<file path="config.mk">
export PLATFORM = sky130hd
export DESIGN_NAME = dds_gen
export DESIGN_NICKNAME = d
export VERILOG_FILES = /design/src/rtl/dds_gen.sv
export SDC_FILE = /design/constraint.sdc
export NUM_CORES = 1
export LEC_CHECK = 0
export ABC_AREA = 1
export BUFFER_PORTS_ARGS = -buffer_cell sky130_fd_sc_hd__buf_4
export CAP_MARGIN = 30
export CORE_ASPECT_RATIO = 1.5
export CORE_UTILIZATION = 35
export DETAILED_ROUTE_END_ITERATION = 8
export HOLD_SLACK_MARGIN = 0.03
export PLACE_DENSITY = 0.61
export REMOVE_ABC_BUFFERS = 1
export SETUP_SLACK_MARGIN = 0.02
export SLEW_MARGIN = 25
export SYNTH_ARGS = -nofsm -noshare
export SYNTH_HDL_FRONTEND = slang
export SYNTH_SLANG_ARGS = --single-unit
</file>
<file path="constraint.sdc">
create_clock -name signal -period 4 [get_ports signal]
set_clock_uncertainty 0.05 [all_clocks]
set_input_delay 0.8 -clock signal [delete_from_list [all_inputs] [get_ports signal]]
set_output_delay 0.8 -clock signal [all_outputs]
set_load 0.01 [all_outputs]
</file>
<file path="src/rtl/dds_gen.sv">
// rtl/dds_gen.sv - BCD-programmed direct digital synthesis phase generator
//
// Converts a 4-digit BCD frequency (Hz) into a phase increment with a
// serial BCD-to-binary converter followed by a serial shift-add multiplier,
// then drives a free-running phase accumulator whose top 8 bits address a
// waveform ROM.
//
// Ports:
//   signal   - 10 kHz system clock, all logic on its rising edge
//   rst_n    - synchronous active-low reset
//   fre_bcd  - target frequency, 4 BCD digits ([15:12] thousands, [3:0] units)
//   load     - apply fre_bcd; only looked at while idle
//   address  - ROM address, top 8 bits of the phase accumulator
//   busy     - a conversion is in flight
//   done     - one-cycle pulse as the new increment takes effect
//   err      - sticky: bad BCD digit or frequency above 4999 Hz

module dds_gen #(
  parameter int              ACC_W  = 32,
  parameter longint unsigned PINC_K = 64'd109951163
) (
  input  logic        signal,
  input  logic        rst_n,
  input  logic [15:0] fre_bcd,
  input  logic        load,
  output logic [7:0]  address,
  output logic        busy,
  output logic        done,
  output logic        err
);

  localparam int PROD_W = ACC_W + 21;
  localparam logic [PROD_W-1:0] K_EXT = PROD_W'(PINC_K);

  typedef enum logic [1:0] {
    IDLE  = 2'd0,
    CONV  = 2'd1,
    MULT  = 2'd2,
    APPLY = 2'd3
  } state_t;

  state_t              state;
  state_t              state_nxt;
  logic [ACC_W-1:0]    acc;
  logic [ACC_W-1:0]    inc;
  logic [13:0]         bin;
  logic [13:0]         bin_calc;
  logic [PROD_W-1:0]   product;
  logic [15:0]         bcd_q;
  logic [3:0]          cnt;
  logic [3:0]          digit;
  logic                bcd_bad;
  logic                too_high;
  logic                prod_unused;

  // Only the truncated window [ACC_W+7:8] of the product becomes the increment.
  assign prod_unused = ^{product[PROD_W-1:ACC_W+8], product[7:0]};

  assign bcd_bad = (fre_bcd[15:12] > 4'd9) || (fre_bcd[11:8] > 4'd9) ||
                   (fre_bcd[7:4]   > 4'd9) || (fre_bcd[3:0]  > 4'd9);

  // Most significant digit first; cnt counts conversion steps 0..3.
  always_comb begin
    digit = 4'd0;
    case (cnt[1:0])
      2'd0:    digit = bcd_q[15:12];
      2'd1:    digit = bcd_q[11:8];
      2'd2:    digit = bcd_q[7:4];
      default: digit = bcd_q[3:0];
    endcase
  end

  // At most 999*10+9 after the fourth digit, so 14 bits never overflow.
  assign bin_calc = 14'(bin * 14'd10) + {10'd0, digit};
  assign too_high = (bin_calc > 14'd4999);

  always_ff @(posedge signal) begin
    if (!rst_n) begin
      state <= IDLE;
    end else begin
      state <= state_nxt;
    end
  end

  always_comb begin
    state_nxt = state;
    case (state)
      IDLE: begin
        if (load && !bcd_bad) begin
          state_nxt = CONV;
        end
      end
      CONV: begin
        if (cnt == 4'd3) begin
          state_nxt = too_high ? IDLE : MULT;
        end
      end
      MULT: begin
        if (cnt == 4'd12) begin
          state_nxt = APPLY;
        end
      end
      APPLY: begin
        state_nxt = IDLE;
      end
      default: begin
        state_nxt = IDLE;
      end
    endcase
  end

  always_ff @(posedge signal) begin
    if (!rst_n) begin
      acc     <= '0;
      inc     <= '0;
      bin     <= '0;
      product <= '0;
      bcd_q   <= '0;
      cnt     <= '0;
      done    <= 1'b0;
      err     <= 1'b0;
    end else begin
      // Never cleared on load: phase stays continuous across retuning.
      acc  <= acc + inc;
      done <= 1'b0;
      case (state)
        IDLE: begin
          if (load) begin
            if (bcd_bad) begin
              err <= 1'b1;
            end else begin
              bcd_q   <= fre_bcd;
              err     <= 1'b0;
              bin     <= '0;
              product <= '0;
              cnt     <= '0;
            end
          end
        end
        CONV: begin
          bin <= bin_calc;
          if (cnt == 4'd3) begin
            cnt     <= '0;
            product <= '0;
            if (too_high) begin
              err <= 1'b1;
            end
          end else begin
            cnt <= cnt + 4'd1;
          end
        end
        MULT: begin
          // One multiplier bit per cycle, LSB first.
          if (bin[cnt]) begin
            product <= product + (K_EXT << cnt);
          end
          cnt <= (cnt == 4'd12) ? 4'd0 : cnt + 4'd1;
        end
        APPLY: begin
          // Truncated, not rounded.
          inc  <= product[ACC_W+7:8];
          done <= 1'b1;
        end
        default: begin
        end
      endcase
    end
  end

  assign address = acc[ACC_W-1 -: 8];
  assign busy    = (state != IDLE);

endmodule
</file>
# After elaboration in Yosys (flattened, before gate mapping)
# Index checks and enable logic that the tools add are counted.
dict set report word_totals {
  output_inout_bits 11
  word_cells 79
  in_bits 19
  regBits 155
}
dict set report classes {
  n_addsub 4
  shift 1
  n_eq_ne 14
  muxes 27
  bitwise_logic 1
  n_lt_le_gt_ge 6
  n_mul 1
  n_reduce_logical 16
}
# op n
set op_table {}
lappend op_table {{53-bit 2-to-1 mux} 4}
lappend op_table {{53-bit one-hot mux with 3 select lines} 1}
lappend op_table {{53-bit adder} 1}
lappend op_table {{27-bit by 4-bit left shift with 53-bit output, first input constant} 1}
lappend op_table {{32-bit adder} 1}
lappend op_table {{14-bit 2-to-1 mux} 2}
lappend op_table {{14-bit one-hot mux with 2 select lines} 1}
lappend op_table {{4-bit one-hot mux with 3 select lines} 2}
lappend op_table {{4-bit > comparator, second input constant} 4}
lappend op_table {{4-bit 2-to-1 mux} 4}
lappend op_table {{14-bit by 4-bit adder with 14-bit output} 1}
lappend op_table {{14-bit by 13-bit > comparator with 1-bit output, second input constant} 1}
lappend op_table {{14-bit by 3-bit multiplier with 13-bit output, second input constant} 1}
lappend op_table {{2-bit != test, second input constant} 7}
lappend op_table {{3-bit AND reduction} 4}
lappend op_table {{2-bit 2-to-1 mux} 4}
lappend op_table {{2-bit one-hot mux with 4 select lines} 1}
lappend op_table {{2-bit == test, second input constant} 3}
lappend op_table {{1-bit 2-to-1 mux} 6}
lappend op_table {{4-bit by 5-bit less-than comparator with 1-bit output, second input constant} 1}
lappend op_table {{5-bit AND reduction} 1}
lappend op_table {{4-bit by 1-bit adder with 4-bit output, second input constant} 1}
lappend op_table {{1-bit binary-select mux with 4-bit select} 1}
lappend op_table {{2-bit by 1-bit == test with 1-bit output, second input constant} 2}
lappend op_table {{other kinds (11)} 15}

# Logic depth before layout (Yosys ltp)
dict set report depth {
  ltp_word 8
  ltp_mapped 25
  ltp_nobuf 25
}

# Worst setup path after synthesis
# OpenSTA, ideal clock, no wires.
dict set report synth_path {
  kind {flip-flop to flip-flop}
  start {reg cnt[1]}
  end {reg err}
  synth_period_minus_slack_ns 3.101
  setup_ns 0.115
  setup_slack_ns 0.899
  path_buffers 1
  path_stages_with_launch 23
  arrival_time_ns 2.936
  t_required_ns 3.835
  cell_sequence {dfxtp_1 inv_1 ha_1 clkbuf_1 a211oi_1 a21oi_1 ha_1 inv_1 fa_1 inv_1 nand3_1 nand2_1 nand2_1 nor2_1 nand3_1 nor2_1 nand3_1 o21bai_1 nand2_1 nand3_1 nand3_1 nand2_1 nor2_1}
}
dict set report synth_between {
  elab_chain_cells 6
  word_cells_on_any_way 10
  classes_between {add/sub: 1; order compare: 1; eq/ne: 5; mux: 1; reduce/logical: 2}
}
# element line_no
set synth_rtl {}
lappend synth_rtl {{start, declared} 50} ;# logic [3:0] cnt;
lappend synth_rtl {{start signal, assigned} 149} ;# cnt <= cnt + 4'd1;
lappend synth_rtl {{start signal, assigned} 157} ;# cnt <= (cnt == 4'd12) ? 4'd0 : cnt + 4'd1;
lappend synth_rtl {{2-bit == test (tied with other cells)} 65} ;# case (cnt[1:0])
lappend synth_rtl {{4-bit one-hot mux with 3 select lines} 65}
lappend synth_rtl {{14-bit by 4-bit adder with 14-bit output} 74} ;# assign bin_calc = 14'(bin * 14'd10) + {10'd0, digit};
lappend synth_rtl {{14-bit by 13-bit > comparator with 1-bit output} 75} ;# assign too_high = (bin_calc > 14'd4999);
lappend synth_rtl {{2-bit != test (no source line)} -}
lappend synth_rtl {{4-bit AND reduction (no source line) (*)} -}
lappend synth_rtl {{end signal, assigned} 121} ;# err <= 1'b0;
lappend synth_rtl {{end signal, assigned} 130} ;# err <= 1'b1;
lappend synth_rtl {{end signal, assigned} 133} ;# err <= 1'b0;
lappend synth_rtl {{end, declared} 29} ;# output logic err
# Mark *: on every way between the ends. The rest lies on a longest branch, timed or not.
# A chain may end at the register's enable or synchronous reset.

# Worst setup path in the final report
dict set report layout_path {
  start {reg cnt[1]}
  end {reg product[30]}
}
dict set report layout_between {
  elab_chain_cells 4
  word_cells_on_any_way 10
  classes_between {add/sub: 1; eq/ne: 3; shift: 1; mux: 4; reduce/logical: 1}
}
# element line_no
set layout_rtl {}
lappend layout_rtl {{27-bit by 4-bit left shift with 53-bit output or 1-bit binary-select mux with 4-bit select (tied branches)} {155, 154}}
lappend layout_rtl {{53-bit adder or 1-bit 2-to-1 mux (tied branches)} {155, 154}}
lappend layout_rtl {{53-bit 2-to-1 mux or 2-bit != test (tied branches)} -}
lappend layout_rtl {{53-bit one-hot mux with 3 select lines or 5-bit AND reduction (tied branches)} -}
lappend layout_rtl {{end signal, assigned} 155} ;# product <= product + (K_EXT << cnt);
lappend layout_rtl {{end, declared} 48} ;# logic [PROD_W-1:0] product;
# Several ways; a longest one is shown, not always the timed one. The select of a mux whose other input is x is not followed.

==> results.txt <==
- The flow ran to the end, and the final reports show no timing, DRC or antenna violations.
* Biggest area contributors in the synthesized netlist: sky130_fd_sc_hd__dfxtp_1, sky130_fd_sc_hd__nand2_1, sky130_fd_sc_hd__ha_1
- In this run the tightest slew margin relative to its limit is 51.7%.
- Starting Density: 35.5%
- Placed Instances: 2131
* Detail-routed via count per cell: 5.24
- Horizontal die dimension: approximately 150 um
* Number of antenna cells inserted: 0
* Postcts setup bufs: 0
- Die Span Y: about 220 um
* Overall via count from detail_route: 11300
* Flip-flop and latch area: 2840 sq um
- The congestion estimate from routability-driven global placement came to 0.983.
- Hold repair after CTS inserted 0 buffers.
- GR Layer Usage met3: 2.62%
* I/O pin cnt: 30
* Cells resized by post-CTS repair: 0
* Total design power: roughly 4.9 mW
- For this run, the number of Yosys warnings is 0.
- Total count of hold-check failures in the final report: 0
* Setup violation total in the final timing report: 0
- The cell sitting at the root of the clock tree is a sky130_fd_sc_hd__clkbuf_16.
- Number of global-route vias before repair: 11200
* Number of clock sinks: 142
- In the final layout, the multi-input gates occupy 7180 sq um.
* Cell variety after synth: just under 50
- Worst Path Arrival: 4.00 ns
- Counting the fill cells in the layout gives about 3400.
* Worst-Margin Slew: 0.725 ns
- Cell area after layout: 12300 sq um
* Overall Global Routing Usage: 23.0%
* Maximum number of pins on one net before global-route repair: 75
* TritonCTS buffer count: 17
* Area inside the core boundary: 31000 sq um
* Register area share after synthesis: between 20% and 30%
* Crit path launch type: flop
- Port buffering added 29 buffers.
* Final period util: 93.8%
- Routed Antenna Nets: 0
* Total iterations of the first detailed-routing run: 7
* Async S/R FF share, synth: 0%
- The die covers about 32000 sq um.
- Final critical-path setup slack: roughly 0.25 ns
- Reg2reg setup slack: 0.25 ns
* Critical path endpoint category: flop
- Dividing total power by cell area gives a power density of 401 nW/um^2.
- After synthesis the netlist holds a flip-flop and latch count of between 100 and 150.
- In this run the static leakage power is around 5.6 nW.
- Global route hottest layer: met2
* Post-route DRC: 0
- Primary flip-flop cell chosen by synthesis mapping: sky130_fd_sc_hd__dfxtp_1
- The floorplan has 79 rows.
* Final-layout setup total negative slack: 0 ns
- In this run the number of H-tree levels came out at 4.
* Final Instance Count excl. Fillers: 2162
* Buffer levels on the longest clock path: 2
* Wire length of the first global-routing pass: 57.1 mm
- IR analysis of the VDD net gives a maximum drop of 0.303 mV.
* Highest Clock Rate: approximately 270 MHz
- For the worst-skew pair, the clock arrives at the later sink with an insertion delay of 0.44 ns.
- Required arrival time at the worst endpoint: 4.25 ns
* Hold slack final: 0.398 ns
- Final Max Tran Viols: 0
* Total congestion overflow after global routing: 0
- Clock transition at the registers of the reported paths: approximately 0.080 ns
- Worst hold-check path type: flop to flop
- Once placement finished, the instance area stood at 11700 sq um.
- TritonCTS built the clock tree.
* Aggregate routed wire length: 35.9 mm
* Post-DP HPWL: 28.5 mm
- GR Util met2: 43.4%
* Initial drt markers: 605
* Final design utilization: 39.5%
- Post-Syn Instances: around 1700
- Cells with a size suffix above 1 make up 6.49% of the layout.
- Synth Area per Inst: 6.37 sq um
- Along the worst path, the maximum fanout reaches 8.
- The cell area that synthesis handed to floorplanning was roughly 11000 sq um.
- Relative to the synthesized area, the layout overhead comes to 11.3%.
* Unrepaired setup endpoints after global routing: no
- Min cycle time layout: 3.75 ns
- Cell accounting for the most synthesized area: sky130_fd_sc_hd__dfxtp_1
* Area share of the leading cell type in the synthesized netlist: 25.8%
- The synthesized design contains 0 enable-type register cells.
- Crit Path Class: flop to flop
- Met1 Track Usage GR: between 20% and 30%
- The initial antenna violation count came to 0.
- After the last flow step, the layout net total stands at 1872.
* Worst slack at placement: 0.292 ns
* Max Cap Viol: 0
* Drt wl/cell: 16.6 um
routing by layer:
layer	part of all wire, %	up-vias
met4	7.5	0
met3	2.6	114
met2	51	236
li1	-	5798
met1	39	5185
met5	0	-
cells by family (layout without fill, tap and decap cells):
group	count (synthesis)	after routing	share of synthesized area, %
AO/OA/AOI/OAI	440	440	22.1
AND/OR/NAND/NOR	762	762	28.5
flip-flops	142	142	25.8
XOR/XNOR	23	23	1.83
multiplexers	1	1	0.0909
adder cells (fa/ha/maj)	108	108	12.5
buffers and inverters	252	281	9.08
final cells by class:
cell class	count	share of cell area, %
Multi-Input combinational cell	1334	58.6
Sequential cell	142	23.2
Inverter	196	6.00
Tap cell	405	4.13
Clock buffer	17	3.47
Timing Repair Buffer	54	3.41
Clock inverter	14	1.18
placed cells by master, fill, tap and decap left out, types with 3 or more instances in the layout:
cell type,n
sky130_fd_sc_hd__inv_2,4
sky130_fd_sc_hd__nor3_1,19
sky130_fd_sc_hd__or2_2,14
sky130_fd_sc_hd__a211oi_1,5
sky130_fd_sc_hd__o22ai_1,6
sky130_fd_sc_hd__a21oi_1,196
sky130_fd_sc_hd__clkbuf_16,17
sky130_fd_sc_hd__ha_1,102
sky130_fd_sc_hd__a21boi_0,7
sky130_fd_sc_hd__o21a_1,16
sky130_fd_sc_hd__o21ai_0,134
sky130_fd_sc_hd__o21bai_1,16
sky130_fd_sc_hd__o21ai_1,10
sky130_fd_sc_hd__clkinv_4,4
sky130_fd_sc_hd__dfxtp_1,141
sky130_fd_sc_hd__inv_1,192
sky130_fd_sc_hd__fa_1,4
sky130_fd_sc_hd__nand2_1,381
sky130_fd_sc_hd__nor2_1,219
sky130_fd_sc_hd__nand3_1,96
sky130_fd_sc_hd__buf_4,53
sky130_fd_sc_hd__a221oi_1,4
sky130_fd_sc_hd__xnor2_1,8
sky130_fd_sc_hd__nand3b_1,3
sky130_fd_sc_hd__clkinv_2,5
sky130_fd_sc_hd__o211ai_1,7
sky130_fd_sc_hd__nand4_1,14
sky130_fd_sc_hd__and3_1,4
sky130_fd_sc_hd__xor2_1,15
sky130_fd_sc_hd__a21o_1,11
sky130_fd_sc_hd__a31oi_1,16
sky130_fd_sc_hd__nor4_1,5
critical path, stage by stage, from the launching register on:
cell and delay, ns:
sky130_fd_sc_hd__dfxtp_1 0.48, sky130_fd_sc_hd__inv_2 0.13, sky130_fd_sc_hd__nor2_1 0.30, sky130_fd_sc_hd__nor2_1 0.11, sky130_fd_sc_hd__a21oi_1 0.43, sky130_fd_sc_hd__ha_1 0.39, sky130_fd_sc_hd__a21o_1 0.21, sky130_fd_sc_hd__a21oi_1 0.19
sky130_fd_sc_hd__nor2_1 0.06, sky130_fd_sc_hd__nor2_1 0.22, sky130_fd_sc_hd__o21ai_0 0.26, sky130_fd_sc_hd__nand3_1 0.17, sky130_fd_sc_hd__nand2_1 0.14, sky130_fd_sc_hd__or2_2 0.30, sky130_fd_sc_hd__nand3_1 0.09, sky130_fd_sc_hd__a21oi_1 0.07
path summary, 6_finish.rpt:
check                         start                  endpoint  cells after the start
min reg2reg  bcd_q[14]$_SDFFE_PN0P_    bcd_q[14]$_SDFFE_PN0P_                      2
min          bcd_q[14]$_SDFFE_PN0P_    bcd_q[14]$_SDFFE_PN0P_                      2
max reg2reg     cnt[1]$_SDFFE_PN0P_  product[30]$_SDFFE_PN0P_                     15
max             cnt[1]$_SDFFE_PN0P_  product[30]$_SDFFE_PN0P_                     15
power by group:
group          leakage (nW)  total [mW]  switching (mW)  internal, mW
registers              1.15        1.53          0.0454          1.48
clock network         0.283        1.59           0.679         0.915
logic                  4.19        1.80            1.26         0.540
total                  5.62        4.92            1.98          2.94
registers in the layout, indices dropped and copies added (netlist names), named ones only:
register and count:
bcd_q 16, acc 32, product 40, state 1, err 1, done 1
bin 14, inc 32, cnt 4
synth_stat cells, types with 5 or more instances:
master                       n
sky130_fd_sc_hd__nor4_1      5
sky130_fd_sc_hd__a31oi_1    16
sky130_fd_sc_hd__o21bai_1   16
sky130_fd_sc_hd__nor2_1    220
sky130_fd_sc_hd__ha_1      104
sky130_fd_sc_hd__inv_1     194
sky130_fd_sc_hd__o21ai_0   135
sky130_fd_sc_hd__xor2_1     15
sky130_fd_sc_hd__o211ai_1    7
sky130_fd_sc_hd__o21a_1     16
sky130_fd_sc_hd__dfxtp_1   142
sky130_fd_sc_hd__nand4_1    14
sky130_fd_sc_hd__buf_4      10
sky130_fd_sc_hd__clkbuf_1   35
sky130_fd_sc_hd__nor3_1     19
sky130_fd_sc_hd__a21oi_1   197
sky130_fd_sc_hd__xnor2_1     8
sky130_fd_sc_hd__nand2_1   381
sky130_fd_sc_hd__buf_2       7
sky130_fd_sc_hd__a211oi_1    5
sky130_fd_sc_hd__o21ai_1     9
sky130_fd_sc_hd__a21o_1     11
sky130_fd_sc_hd__a21boi_0    7
sky130_fd_sc_hd__or2_2      14
sky130_fd_sc_hd__nand3_1    96
sky130_fd_sc_hd__o22ai_1     6
Power figures use the tool's default switching activity.
